<file path="src/rtl/dmix_cfg_pkg.sv">
// dmix_cfg_pkg: register addresses, unity gain and SPI frame FSM states for the mixer config slave
package dmix_cfg_pkg;
  localparam logic [6:0] ADDR_ID = 7'h00;
  localparam logic [6:0] ADDR_STATUS = 7'h01;
  localparam logic [6:0] ADDR_CTRL = 7'h02;
  localparam logic [6:0] ADDR_MUTE = 7'h03;
  localparam logic [6:0] ADDR_VOL_BASE = 7'h10;
  localparam logic [15:0] VOL_UNITY = 16'h8000;
  typedef enum logic [1:0] {ST_IDLE, ST_CMD, ST_DATA} spi_state_e;
endpackage

</file>
<file path="src/rtl/spi_cfg_regs_if.sv">
// spi_cfg_regs_if: SPI pin bundle (sck, mosi, ss in; miso out) with master/slave modports
interface spi_cfg_regs_if;
  logic spi_sck_i;
  logic spi_mosi_i;
  logic spi_ss_i;
  logic spi_miso_o;
  modport master(output spi_sck_i, spi_mosi_i, spi_ss_i, input spi_miso_o);
  modport slave(input spi_sck_i, spi_mosi_i, spi_ss_i, output spi_miso_o);
endinterface

</file>
<file path="src/rtl/spi_slave_sync.sv">
// spi_slave_sync: oversampling SPI mode-0 slave (pins via spi, status sync in/out, cmd/word strobes, rx_word, ld_data loads miso shifter)
module spi_slave_sync
  import dmix_cfg_pkg::*;
(
  input  logic        clk245760,
  input  logic        rst,
  spi_cfg_regs_if.slave spi,
  input  logic        locked_i,
  input  logic [3:0]  rate_i,
  input  logic [15:0] ld_data,
  output logic        locked_s,
  output logic [3:0]  rate_s,
  output logic        rw,
  output logic        cmd_stb,
  output logic        word_stb,
  output logic [15:0] rx_word
);
  logic [2:0] sck_q, ss_q;
  logic [1:0] mosi_q, lock_q;
  logic [3:0] rate0_q, rate1_q, cnt_q, cnt_d;
  logic [15:0] sh_q, sh_d, tx_q, tx_d;
  logic rw_q, rw_d, miso_q, miso_d, rise, fall;
  spi_state_e state_q, state_d;
  always_comb begin
    rise = sck_q[1] & ~sck_q[2];
    fall = ~sck_q[1] & sck_q[2];
    rx_word = {sh_q[14:0], mosi_q[1]};
    state_d = state_q;
    cnt_d = cnt_q;
    sh_d = sh_q;
    tx_d = tx_q;
    rw_d = rw_q;
    miso_d = miso_q;
    cmd_stb = 1'b0;
    word_stb = 1'b0;
    if (ss_q[1]) begin
      state_d = ST_IDLE;
      cnt_d = '0;
      miso_d = 1'b0;
    end else if (state_q == ST_IDLE) begin
      state_d = ss_q[2] ? ST_CMD : ST_IDLE;
      cnt_d = '0;
      miso_d = 1'b0;
    end else if (rise) begin
      sh_d = rx_word;
      cnt_d = cnt_q + 4'd1;
      if (state_q == ST_CMD && cnt_q == 4'd7) begin
        cmd_stb = 1'b1;
        state_d = ST_DATA;
        cnt_d = '0;
        rw_d = rx_word[7];
        tx_d = ld_data;
      end else if (state_q == ST_DATA && cnt_q == 4'd15) begin
        word_stb = 1'b1;
        tx_d = ld_data;
      end
    end else if (fall && state_q == ST_DATA) begin
      miso_d = rw_q & tx_q[15];
      tx_d = {tx_q[14:0], 1'b0};
    end
  end
  always_ff @(posedge clk245760)
    if (rst) begin
      sck_q <= '0;
      ss_q <= '0;
      mosi_q <= '0;
      lock_q <= '0;
      rate0_q <= '0;
      rate1_q <= '0;
      state_q <= ST_IDLE;
      cnt_q <= '0;
      sh_q <= '0;
      tx_q <= '0;
      rw_q <= 1'b0;
      miso_q <= 1'b0;
    end else begin
      sck_q <= {sck_q[1:0], spi.spi_sck_i};
      ss_q <= {ss_q[1:0], spi.spi_ss_i};
      mosi_q <= {mosi_q[0], spi.spi_mosi_i};
      lock_q <= {lock_q[0], locked_i};
      rate0_q <= rate_i;
      rate1_q <= rate0_q;
      state_q <= state_d;
      cnt_q <= cnt_d;
      sh_q <= sh_d;
      tx_q <= tx_d;
      rw_q <= rw_d;
      miso_q <= miso_d;
    end
  assign spi.spi_miso_o = miso_q;
  assign rw = rw_q;
  assign locked_s = lock_q[1];
  assign rate_s = rate1_q;
endmodule

</file>
<file path="src/rtl/spi_cfg_regs.sv">
// spi_cfg_regs: SPI config register file (clk245760/rst, spi pins, locked_i/rate_i status in, vol_o/mute_o/cfg_we_o/cfg_addr_o out)
module spi_cfg_regs
  import dmix_cfg_pkg::*;
#(
  parameter int NUM_CH = 2,
  parameter int NUM_CH_LOG2 = 1,
  parameter logic [15:0] ID_VALUE = 16'hD31C
) (
  input  logic                 clk245760,
  input  logic                 rst,
  spi_cfg_regs_if.slave        spi,
  input  logic                 locked_i,
  input  logic [3:0]           rate_i,
  output logic [NUM_CH*16-1:0] vol_o,
  output logic [NUM_CH-1:0]    mute_o,
  output logic                 cfg_we_o,
  output logic [6:0]           cfg_addr_o
);
  logic locked_s, rw, cmd_stb, word_stb, we, ctrl_q, ctrl_d, cfg_we_q, cfg_we_d;
  logic [3:0] rate_s;
  logic [15:0] rx_word, ld_data;
  logic [6:0] ra, rvi, wvi, addr_q, addr_d, cfg_addr_q, cfg_addr_d;
  logic [NUM_CH-1:0] mute_q, mute_d, mute_o_q, mute_o_d;
  logic [15:0] vol_q [NUM_CH];
  logic [15:0] vol_d [NUM_CH];
  spi_slave_sync u_sync (
    .clk245760(clk245760),
    .rst(rst),
    .spi(spi),
    .locked_i(locked_i),
    .rate_i(rate_i),
    .ld_data(ld_data),
    .locked_s(locked_s),
    .rate_s(rate_s),
    .rw(rw),
    .cmd_stb(cmd_stb),
    .word_stb(word_stb),
    .rx_word(rx_word)
  );
  always_comb begin
    ra = cmd_stb ? rx_word[6:0] : addr_q + 7'd1;
    rvi = ra - ADDR_VOL_BASE;
    wvi = addr_q - ADDR_VOL_BASE;
    we = word_stb & ~rw;
    ld_data = ra == ADDR_ID ? ID_VALUE :
              ra == ADDR_STATUS ? {11'b0, locked_s, locked_s ? rate_s : 4'b0} :
              ra == ADDR_CTRL ? {15'b0, ctrl_q} :
              ra == ADDR_MUTE ? {{(16-NUM_CH){1'b0}}, mute_q} :
              rvi < 7'(NUM_CH) ? vol_q[rvi[NUM_CH_LOG2-1:0]] : 16'h0000;
    addr_d = cmd_stb ? rx_word[6:0] : word_stb ? addr_q + 7'd1 : addr_q;
    ctrl_d = (we && addr_q == ADDR_CTRL) ? rx_word[0] : ctrl_q;
    mute_d = (we && addr_q == ADDR_MUTE) ? rx_word[NUM_CH-1:0] : mute_q;
    for (int i = 0; i < NUM_CH; i++) vol_d[i] = (we && wvi == 7'(i)) ? rx_word : vol_q[i];
    mute_o_d = mute_d | {NUM_CH{ctrl_d}};
    cfg_we_d = we;
    cfg_addr_d = we ? addr_q : cfg_addr_q;
  end
  always_ff @(posedge clk245760)
    if (rst) begin
      addr_q <= '0;
      ctrl_q <= 1'b0;
      mute_q <= '0;
      vol_q <= '{default: VOL_UNITY};
      mute_o_q <= '0;
      cfg_we_q <= 1'b0;
      cfg_addr_q <= '0;
    end else begin
      addr_q <= addr_d;
      ctrl_q <= ctrl_d;
      mute_q <= mute_d;
      vol_q <= vol_d;
      mute_o_q <= mute_o_d;
      cfg_we_q <= cfg_we_d;
      cfg_addr_q <= cfg_addr_d;
    end
  for (genvar n = 0; n < NUM_CH; n++) begin : g_vol
    assign vol_o[n*16 +: 16] = vol_q[n];
  end
  assign mute_o = mute_o_q;
  assign cfg_we_o = cfg_we_q;
  assign cfg_addr_o = cfg_addr_q;
endmodule

</file>
<file path="src/flat_wrapper.sv">
// flat-port wrapper written by rule: the top's interface ports become plain ports
module spi_cfg_regs_flat import dmix_cfg_pkg::*;
#(
  parameter int NUM_CH = 2,
  parameter int NUM_CH_LOG2 = 1,
  parameter logic [15:0] ID_VALUE = 16'hD31C
)
  (clk245760, rst, locked_i, rate_i, vol_o, mute_o, cfg_we_o, cfg_addr_o, spi_spi_sck_i, spi_spi_mosi_i, spi_spi_ss_i, spi_spi_miso_o);
  spi_cfg_regs_if spi_i ();
  input  logic clk245760;
  input  logic rst;
  input  logic locked_i;
  input  logic [3:0] rate_i;
  output logic [NUM_CH*16-1:0] vol_o;
  output logic [NUM_CH-1:0] mute_o;
  output logic cfg_we_o;
  output logic [6:0] cfg_addr_o;
  input wire logic [$bits(spi_i.spi_sck_i)-1:0] spi_spi_sck_i;
  input wire logic [$bits(spi_i.spi_mosi_i)-1:0] spi_spi_mosi_i;
  input wire logic [$bits(spi_i.spi_ss_i)-1:0] spi_spi_ss_i;
  output wire logic [$bits(spi_i.spi_miso_o)-1:0] spi_spi_miso_o;
  assign spi_i.spi_sck_i = spi_spi_sck_i;
  assign spi_i.spi_mosi_i = spi_spi_mosi_i;
  assign spi_i.spi_ss_i = spi_spi_ss_i;
  assign spi_spi_miso_o = spi_i.spi_miso_o;
  spi_cfg_regs #(.NUM_CH(NUM_CH), .NUM_CH_LOG2(NUM_CH_LOG2), .ID_VALUE(ID_VALUE)) u_core (.clk245760(clk245760), .rst(rst), .spi(spi_i), .locked_i(locked_i), .rate_i(rate_i), .vol_o(vol_o), .mute_o(mute_o), .cfg_we_o(cfg_we_o), .cfg_addr_o(cfg_addr_o));
endmodule
</file>
<file path="config.mk">
export PLATFORM = sky130hd
export DESIGN_NAME = spi_cfg_regs_flat
export DESIGN_NICKNAME = d
export VERILOG_FILES = /design/src/rtl/dmix_cfg_pkg.sv /design/src/rtl/spi_cfg_regs_if.sv /design/src/rtl/spi_slave_sync.sv /design/src/rtl/spi_cfg_regs.sv /design/src/flat_wrapper.sv
export SDC_FILE = /design/constraint.sdc
export NUM_CORES = 1
export LEC_CHECK = 0
export ABC_AREA = 0
export ABC_CLOCK_PERIOD_IN_PS = 4820
export CORE_MARGIN = 3
export CORE_UTILIZATION = 25
export DETAILED_ROUTE_END_ITERATION = 8
export PLACE_DENSITY_LB_ADDON = 0.08
export SLEW_MARGIN = 20
export SYNTH_ARGS = -nofsm -noshare
export SYNTH_HDL_FRONTEND = slang
export SYNTH_HIERARCHICAL = 1
export SYNTH_SLANG_ARGS = --single-unit
</file>
<file path="constraint.sdc">
create_clock -name clk245760 -period 4.82 [get_ports clk245760]
set_clock_uncertainty 0.05 [all_clocks]
set_input_delay 0.482 -clock clk245760 [delete_from_list [all_inputs] [get_ports clk245760]]
set_output_delay 0.482 -clock clk245760 [all_outputs]
set_load 0.02 [all_outputs]
</file>
# == Word level (Yosys, flattened, before mapping) ==
# Cells that the tools add are included.
# word_totals
input_bits,10
reg_bits,109
# classes
n_bitwise,12
n_mux,32
reduce_logical,21
magnitude_cmp,2
n_eq_ne,11
add_sub_neg,4
# ops
op,count
$mux W16,12
$eq A7 B2 Y1 const B,4
$mux W7,3
$eq A7 B1 Y1 const B,2
$logic_not A7 Y1,2
$sub A7 B5 Y7 const B,2
$mux W1,11
$mux W2,4
$mux W4,2
$reduce_and A4 Y1,2
$reduce_bool A2 Y1,4
$add A7 B1 Y7 const B,1
$logic_and A1 B1 Y1,7
$lt A7 B2 Y1 const B,1
$not A1 Y1,6
$add A4 B1 Y4 const B,1
$and A1 B1 Y1,4
$eq A4 B3 Y1 const B,1
$eq A4 B4 Y1 const B,1
$reduce_and A2 Y1,2
$ne A3 B1 Y1 const B,1
$reduce_and A3 Y1,1
$reduce_or A3 Y1,1
$eq A2 B1 Y1 const B,1
other kinds (6),6

# == Longest topological paths before layout ==
# Gate-level depths: netlist of run 1.
# depth
ltp_word,20
mapped_depth,17
depth_no_buf,14

# == Modules after synthesis ==
# Netlist of run 1, hierarchy kept.
# by_module_without_submodules
mod,seq_area_each_um2,cells_each,area_per_inst_um2,n_inst
spi_cfg_regs,1041.0,315,2682.6,1
spi_slave_sync,1141.1,263,2324.7,1

# == Worst setup path before layout of run 1 ==
# Ideal clock, no wire load.
# synth_path
kind,register -> register
startpoint,register u_core.u_sync.sck_q[1]
endpoint,register u_core.u_sync.tx_q[1]
synth_period_minus_slack_ns,3.332
stages_incl_launch_ff,17
arrival_ns,3.224
slack_ns,1.488
path_buffers,3
cell_sequence,dfxtp_1 or2b_1 nor4_1 buf_2 buf_1 nand2_1 o21ai_1 inv_1 ha_1 a21oi_1 a21oi_1 or2_1 clkbuf_1 o22ai_1 nand2_1 a21oi_1 mux2_2
# synth_via
elab_chain_len,18
elab_cells_between_ends,29
# synth_lines
element,line_no,source
start: declaration,spi_slave_sync.sv:18,"logic [2:0] sck_q, ss_q;"
start signal: assignment,spi_slave_sync.sv:77,"sck_q <= {sck_q[1:0], spi.spi_sck_i};"
$and A1 B1 Y1 (*),spi_slave_sync.sv:25,rise = sck_q[1] & ~sck_q[2];
$mux W1 (*),spi_slave_sync.sv:44,end else if (rise) begin
$mux W1 (*),spi_slave_sync.sv:40,end else if (state_q == ST_IDLE) begin
$mux W1 (*),spi_slave_sync.sv:36,if (ss_q[1]) begin
named net u_core.cmd_stb,spi_cfg_regs.sv:19,"logic locked_s, rw, cmd_stb, word_stb, we, ctrl_q, ctrl_d, cfg_we_q, cfg_we_d;"
$mux W7 (*),spi_cfg_regs.sv:41,ra = cmd_stb ? rx_word[6:0] : addr_q + 7'd1;
branches (longest 9 deep; another with $sub A7 B5 Y7),n/a,
$mux W16 (*),spi_cfg_regs.sv:45,ld_data = ra == ADDR_ID ? ID_VALUE :
named net u_core.ld_data[1],spi_cfg_regs.sv:21,"logic [15:0] rx_word, ld_data;"
$mux W16,spi_slave_sync.sv:53,end else if (state_q == ST_DATA && cnt_q == 4'd15) begin
$mux W16 (*),spi_slave_sync.sv:47,if (state_q == ST_CMD && cnt_q == 4'd7) begin
$mux W16 (*),spi_slave_sync.sv:44,
end signal: assignment,spi_slave_sync.sv:86,tx_q <= tx_d;
end: declaration,spi_slave_sync.sv:21,"logic [15:0] sh_q, sh_d, tx_q, tx_d;"
# Mark *: on every way through the listed nets, which the timed path passes. The select of a mux whose other input is x is not followed.
# A chain may end at the register's enable or synchronous reset.

# == Worst setup path after layout of run 1 ==
# layout_path
startpoint,register u_core.u_sync.cnt_q[0]
endpoint,register u_core.u_sync.tx_q[10]
# layout_via
elab_chain_len,20
elab_cells_between_ends,29
# layout_lines
element,line_no,source
start: declaration,spi_slave_sync.sv:20,"logic [3:0] rate0_q, rate1_q, cnt_q, cnt_d;"
start signal: assignment,spi_slave_sync.sv:84,cnt_q <= cnt_d;
$eq A4 B3 Y1 (*),spi_slave_sync.sv:47,
$logic_and A1 B1 Y1 (*),spi_slave_sync.sv:47,
$mux W1 (*),spi_slave_sync.sv:47,
$mux W1 (*),spi_slave_sync.sv:44,
$mux W1 (*),spi_slave_sync.sv:40,
$mux W1 (*),spi_slave_sync.sv:36,
named net u_core.cmd_stb,spi_cfg_regs.sv:19,
$mux W7 (*),spi_cfg_regs.sv:41,
branches (longest 9 deep; another with $sub A7 B5 Y7),n/a,
$mux W16 (*),spi_cfg_regs.sv:45,
named net u_core.ld_data[10],spi_cfg_regs.sv:21,
$mux W16,spi_slave_sync.sv:53,
$mux W16 (*),spi_slave_sync.sv:47,
$mux W16 (*),spi_slave_sync.sv:44,
# Marked as above.

==> qor.csv, run 1 <==
metric,value,unit
cts_tree,done,
p_clk_frac,0.431,
cp_max_fo,20,
muxShareOfSynthArea,0.126,
power_frac_seq,0.546,
drtIter0Drc,227,
coreArea,19600,um2
period_minus_slack,3.37,ns
yosysUniqueCellTypes,64,
p_sw_frac,0.229,
synth-edff-count,0,
vias_per_cell,4.54,
grt_antenna_before_repair,0,
slew_violations,0,
grt_pass1_vias,3955,
whs_path_depth,1,
nNetsFinal,626,
start_kind,flop,
num_rows,51,
io_buffers,52,
ys_ff_latch,109,
fill_cells,2093,
p_comb_frac,0.023,
drive_above_1_share,0.0848,
ios,53,
syn_avg_cell_area,8.66,um2
pwr_density_cell,279,nW/um2
post-dp-hpwl,9950,um
layout_common_cells,"116 x nand2_1, 109 x dfxtp_1, 59 x a21oi_1, 54 x nor2_1, 51 x clkdlybuf4s50_1",
grt_overflow_total,0,
routedWlPerCell,16.3,um
fmax,297,MHz
leakage,0.00227,uW
clock_path_buffers,2,
hold_viol,0,
routed_wl,14300,um
arrival,3.62,ns
syn_nets,595,
antenna_left,0,
path_clk_slew,0.07,ns
min_path_type,flop to flop,
synth_simple_gate_area_frac,0.237,
setup_violations,0,
internal-power,1290,uW
power.switching,383,uW
final_common_cell,nand2_1,
antenna_cells,0,
slew_headroom,0.368,
start_util,0.256,
yosysWarnings,6,
synth-compound-area-share,0.119,
syn_inst,578,
yosysSeqAreaShare,0.436,
tightest_slew,0.948,ns
cts_max_level,3,
worstSetupPathType,flop to flop,
synth-xor-area-share,0.0157,
dieArea,21800,um2
end_kind,flop,
firstDrtPassIters,5,
dp_cells,863,
root_buffer,clkbuf_16,
synth_top_family_by_area,simple AND/OR/NAND/NOR gates,
die-width,148,um
insertion_delay,0.35,ns
synthAdderAreaFrac,0.0175,
cts.sinks,109,
final_cells,878,
postCtsSetupBuffers,0,
area_growth,19.7,%
drv_cap,0,
required,5.07,ns
hold_slack,0.389,ns
r2r_cells,15,
ctsResizeCount,0,
drc,0,
ir_worst_vdd,0.168,mV
async_flop_share,0,
vias,3990,
cts_buffers,9,
rsz0062_at_grt,no,
grt_pass1_wl,22900,um
synth_area,5010,um2
status,"complete, no violations",
die_h,148,um
period_share,0.700,
hold_buffers,0,
synth_flop_cell,dfxtp_1,
setup_tns,0,ns
finalWeightedCongestion,0.795,
grt_max_degree,88,
track_usage,0.135,
## cell type report
cell class | instances | area (um2) | area share
clock buffer | 11 | 243 | 0.0405
sequential | 109 | 2180 | 0.364
inverter | 11 | 41.3 | 0.00689
timing repair buffer | 58 | 563 | 0.0940
tap | 265 | 332 | 0.0553
clock inverter | 4 | 32.5 | 0.00543
multi-input combinational | 420 | 2600 | 0.434
## cell families (layout without fill, tap and decap cells)
family                     Yosys count  count (layout)
and+or+nand+nor                    251             251
buffers and inverters               49              84
xor gates and xnor gates             9               9
muxes                               58              58
adders and majority gates            7               7
AOI/OAI and AO/OA                   95              95
DFF                                109             109
## critical path: stages (launching register included)
cell	delay, ns
dfxtp_1	0.38
ha_1	0.27
nand2_1	0.11
nor4_2	0.22
buf_4	0.28
nand2_1	0.08
o21ai_1	0.16
inv_1	0.10
ha_1	0.21
a21oi_1	0.31
a21oi_1	0.16
or2_1	0.35
a21oi_1	0.16
nand2_1	0.06
a21oi_1	0.22
mux2_4	0.19
## worst paths after layout
path,startpoint,to,slack (ns)
max,u_core/u_sync/cnt_q[0],u_core/u_sync/tx_q[10],1.45
min,u_core/u_sync/rate0_q[0],u_core/u_sync/rate_s[0],0.39
max reg2reg,u_core/u_sync/cnt_q[0],u_core/u_sync/tx_q[10],1.45
min reg2reg,u_core/u_sync/rate0_q[0],u_core/u_sync/rate_s[0],0.39
## layer usage
layer / track usage / part of all wire / vias to the layer above
met5: 0 / 0 / -
met4: 0.0336 / 0.013 / 0
met3: 0.0343 / 0.034 / 14
met2: 0.227 / 0.49 / 71
met1: 0.173 / 0.46 / 1898
li1: - / - / 2007
## registers in the layout, summed over array words and instances (netlist names), 4 cells and up
name and flops:
u_core/u_sync/rate0_q 4, u_core/u_sync/cnt_q 4, u_core/u_sync/sh_q 15, u_core/u_sync/tx_q 16, u_core/addr_q 7, u_core/cfg_addr_o 7
u_core/u_sync/rate_s 4, u_core/vol_o 32
## synth_stat cells (all sizes together), types with 8 or more instances
cell type / number / area share
nand2: 116 / 0.087
nor2: 56 / 0.043
nand3: 12 / 0.018
o21ai: 8 / 0.0095
clkbuf: 24 / 0.018
buf: 14 / 0.022
mux2i: 43 / 0.086
dfxtp: 109 / 0.44
nor2b: 38 / 0.047
mux2: 15 / 0.040
inv: 11 / 0.0082
a21oi: 60 / 0.062
## through the flow
stage | cell area [um2] | worst slack, ns | utilization | power (uW)
6_report | 5990 | 1.45 | 0.306 | 1670
2_1_floorplan | 5010 | 1.49 | - | 956
3_5_place_dp | 5720 | 1.46 | 0.292 | 974
3_3_place_gp | 5710 | 1.45 | 0.291 | 973
4_1_cts | 5990 | 1.42 | 0.306 | 1710
5_1_grt | 5990 | 1.12 | 0.306 | 1740
## power by group through the flow
stage               sequential (uW)  clock [uW]  combinational (uW)
floorplan                       929           0                26.3
global placement                934           0                39.5
detailed placement              934           0                40.0
CTS                             912         754                40.0
global route                    913         786                43.2
finish                          912         720                38.9
Note: power is estimated with default switching activity, not from simulation.
==> run 2, diff against run 1 <==
Settings changed: ABC_CLOCK_PERIOD_IN_PS 4820 to 3000.
Clock period 4.82 ns to 3 ns, I/O delays scaled along.
==> qor.csv, run 2 (synthesized netlist as in run 1, its figures left out) <==
metric,value,unit
grt_pass1_wl,23400,um
antenna_cells,0,
finalWeightedCongestion,0.759,
dieArea,21800,um2
pwr_density_cell,421,nW/um2
vias,4142,
setup_violations,0,
power_frac_seq,0.536,
cts.sinks,109,
grt_antenna_before_repair,0,
drc,0,
hold_slack,0.390,ns
internal-power,2100,uW
insertion_delay,0.35,ns
post-dp-hpwl,10000,um
crit_start,u_core/u_sync/sck_q[1],
drive_above_1_share,0.182,
fill_cells,2103,
hp-start,u_core/u_sync/rate0_q[0],
period_minus_slack,2.97,ns
p_comb_frac,0.025,
finalWorstSetupSlack,0.0251,ns
rsz0062_at_grt,yes,
required,3.19,ns
track_usage,0.136,
ios,53,
end_kind,flop,
antenna_left,0,
status,"complete, no violations",
worstSetupPathType,flop to flop,
grt_pass1_vias,4167,
routedWlPerCell,15.8,um
period_share,0.992,
pre_cts_slack,-0.153,ns
final_cells,918,
leakage,0.00252,uW
io_buffers,52,
p_sw_frac,0.230,
grt_overflow_total,0,
coreArea,19600,um2
p_clk_frac,0.439,
largest_register_ffs,32,
routed_wl,14500,um
drv_cap,0,
min_path_type,flop to flop,
rr_startpoint,u_core/u_sync/sck_q[1],
hold_viol,0,
cts_tree,done,
nNetsFinal,665,
num_rows,51,
layout_common_cells,"114 x nand2_1, 107 x dfxtp_1, 54 x a21oi_1, 53 x nor2_1, 51 x clkdlybuf4s50_1",
setup_tns,0,ns
die-width,148,um
grt_max_degree,99,
ir_worst_vdd,0.235,mV
vias_per_cell,4.51,
dp_cells,896,
drtIter0Drc,194,
tightest_slew,1.01,ns
power,2730,uW
fmax,336,MHz
slew_headroom,0.327,
cp_max_fo,11,
start_util,0.256,
clock_path_buffers,2,
cts_buffers,9,
die_h,148,um
arrival,3.16,ns
root_buffer,clkbuf_16,
start_kind,flop,
path_clk_slew,0.08,ns
final_common_cell,nand2_1,
firstDrtPassIters,4,
cts_max_level,3,
power.switching,629,uW
area_growth,29.7,%
slew_violations,0,
## run 2: cell types whose count changed in the layout (fill, tap and decap cells not counted), sizes merged
| cell | before | now |
|---|---|---|
| buf | 7 | 46 |
| clkinv | 1 | 3 |
| clkinvlp | 1 | 0 |
## run 2: stage by stage
step / cell area [um2] / utilization
CTS: 6370 / 0.325
finish: 6490 / 0.332
detailed placement: 6030 / 0.308
global route: 6490 / 0.332
floorplan: 5050 / -
global placement: 6030 / 0.308
## run 2: layout make-up
| cell class | instances | area, um2 | area share |
|---|---|---|---|
| clock inverter | 5 | 42.5 | 0.00655 |
| sequential | 109 | 2180 | 0.336 |
| multi-input combinational | 420 | 2730 | 0.420 |
| inverter | 11 | 41.3 | 0.00636 |
| clock buffer | 11 | 253 | 0.0389 |
| tap | 265 | 332 | 0.0510 |
| timing repair buffer | 97 | 913 | 0.141 |
## run 2: timing repair
item,4_1_cts,5_1_grt
hold buffers,0,0
resized for setup,6,23
pin swaps,2,2
setup endpoints to repair,10,20
buffers inserted,2,4
gates cloned,0,0
## run 2: metal layers
layer,vias to the layer above,GRT usage,wire length (um)
met5,-,0,0
met4,0,0.0503,266
met3,19,0.0218,452
met2,86,0.220,6810
met1,1953,0.185,6940
li1,2084,-,-
## run 2: worst paths after layout
kind | to | slack, ns | cells past startpoint
max | u_core/u_sync/tx_q[4] | 0.03 | 15
min reg2reg | u_core/u_sync/rate_s[0] | 0.39 | 1
min | u_core/u_sync/rate_s[0] | 0.39 | 1
max reg2reg | u_core/u_sync/tx_q[4] | 0.03 | 15
## run 2: critical path: stages, from the launching register on
cell	delay, ns
dfxtp_2	0.37
or2b_4	0.30
nor4_4	0.31
buf_12	0.16
buf_6	0.11
buf_4	0.14
nand2_2	0.08
a21boi_2	0.20
buf_12	0.16
buf_4	0.18
nand2_1	0.07
nor3_1	0.05
a311o_1	0.28
nand2_1	0.06
a21oi_1	0.05
mux2_2	0.30
## run 2: power groups by stage
| stage | clock network, uW | logic, uW | registers [uW] |
|---|---|---|---|
| 2_1_floorplan | 0 | 43.4 | 1490 |
| 3_3_place_gp | 0 | 68.1 | 1500 |
| 3_5_place_dp | 0 | 68.7 | 1500 |
| 4_1_cts | 1250 | 69.3 | 1460 |
| 5_1_grt | 1310 | 75.4 | 1460 |
| 6_report | 1200 | 67.7 | 1460 |
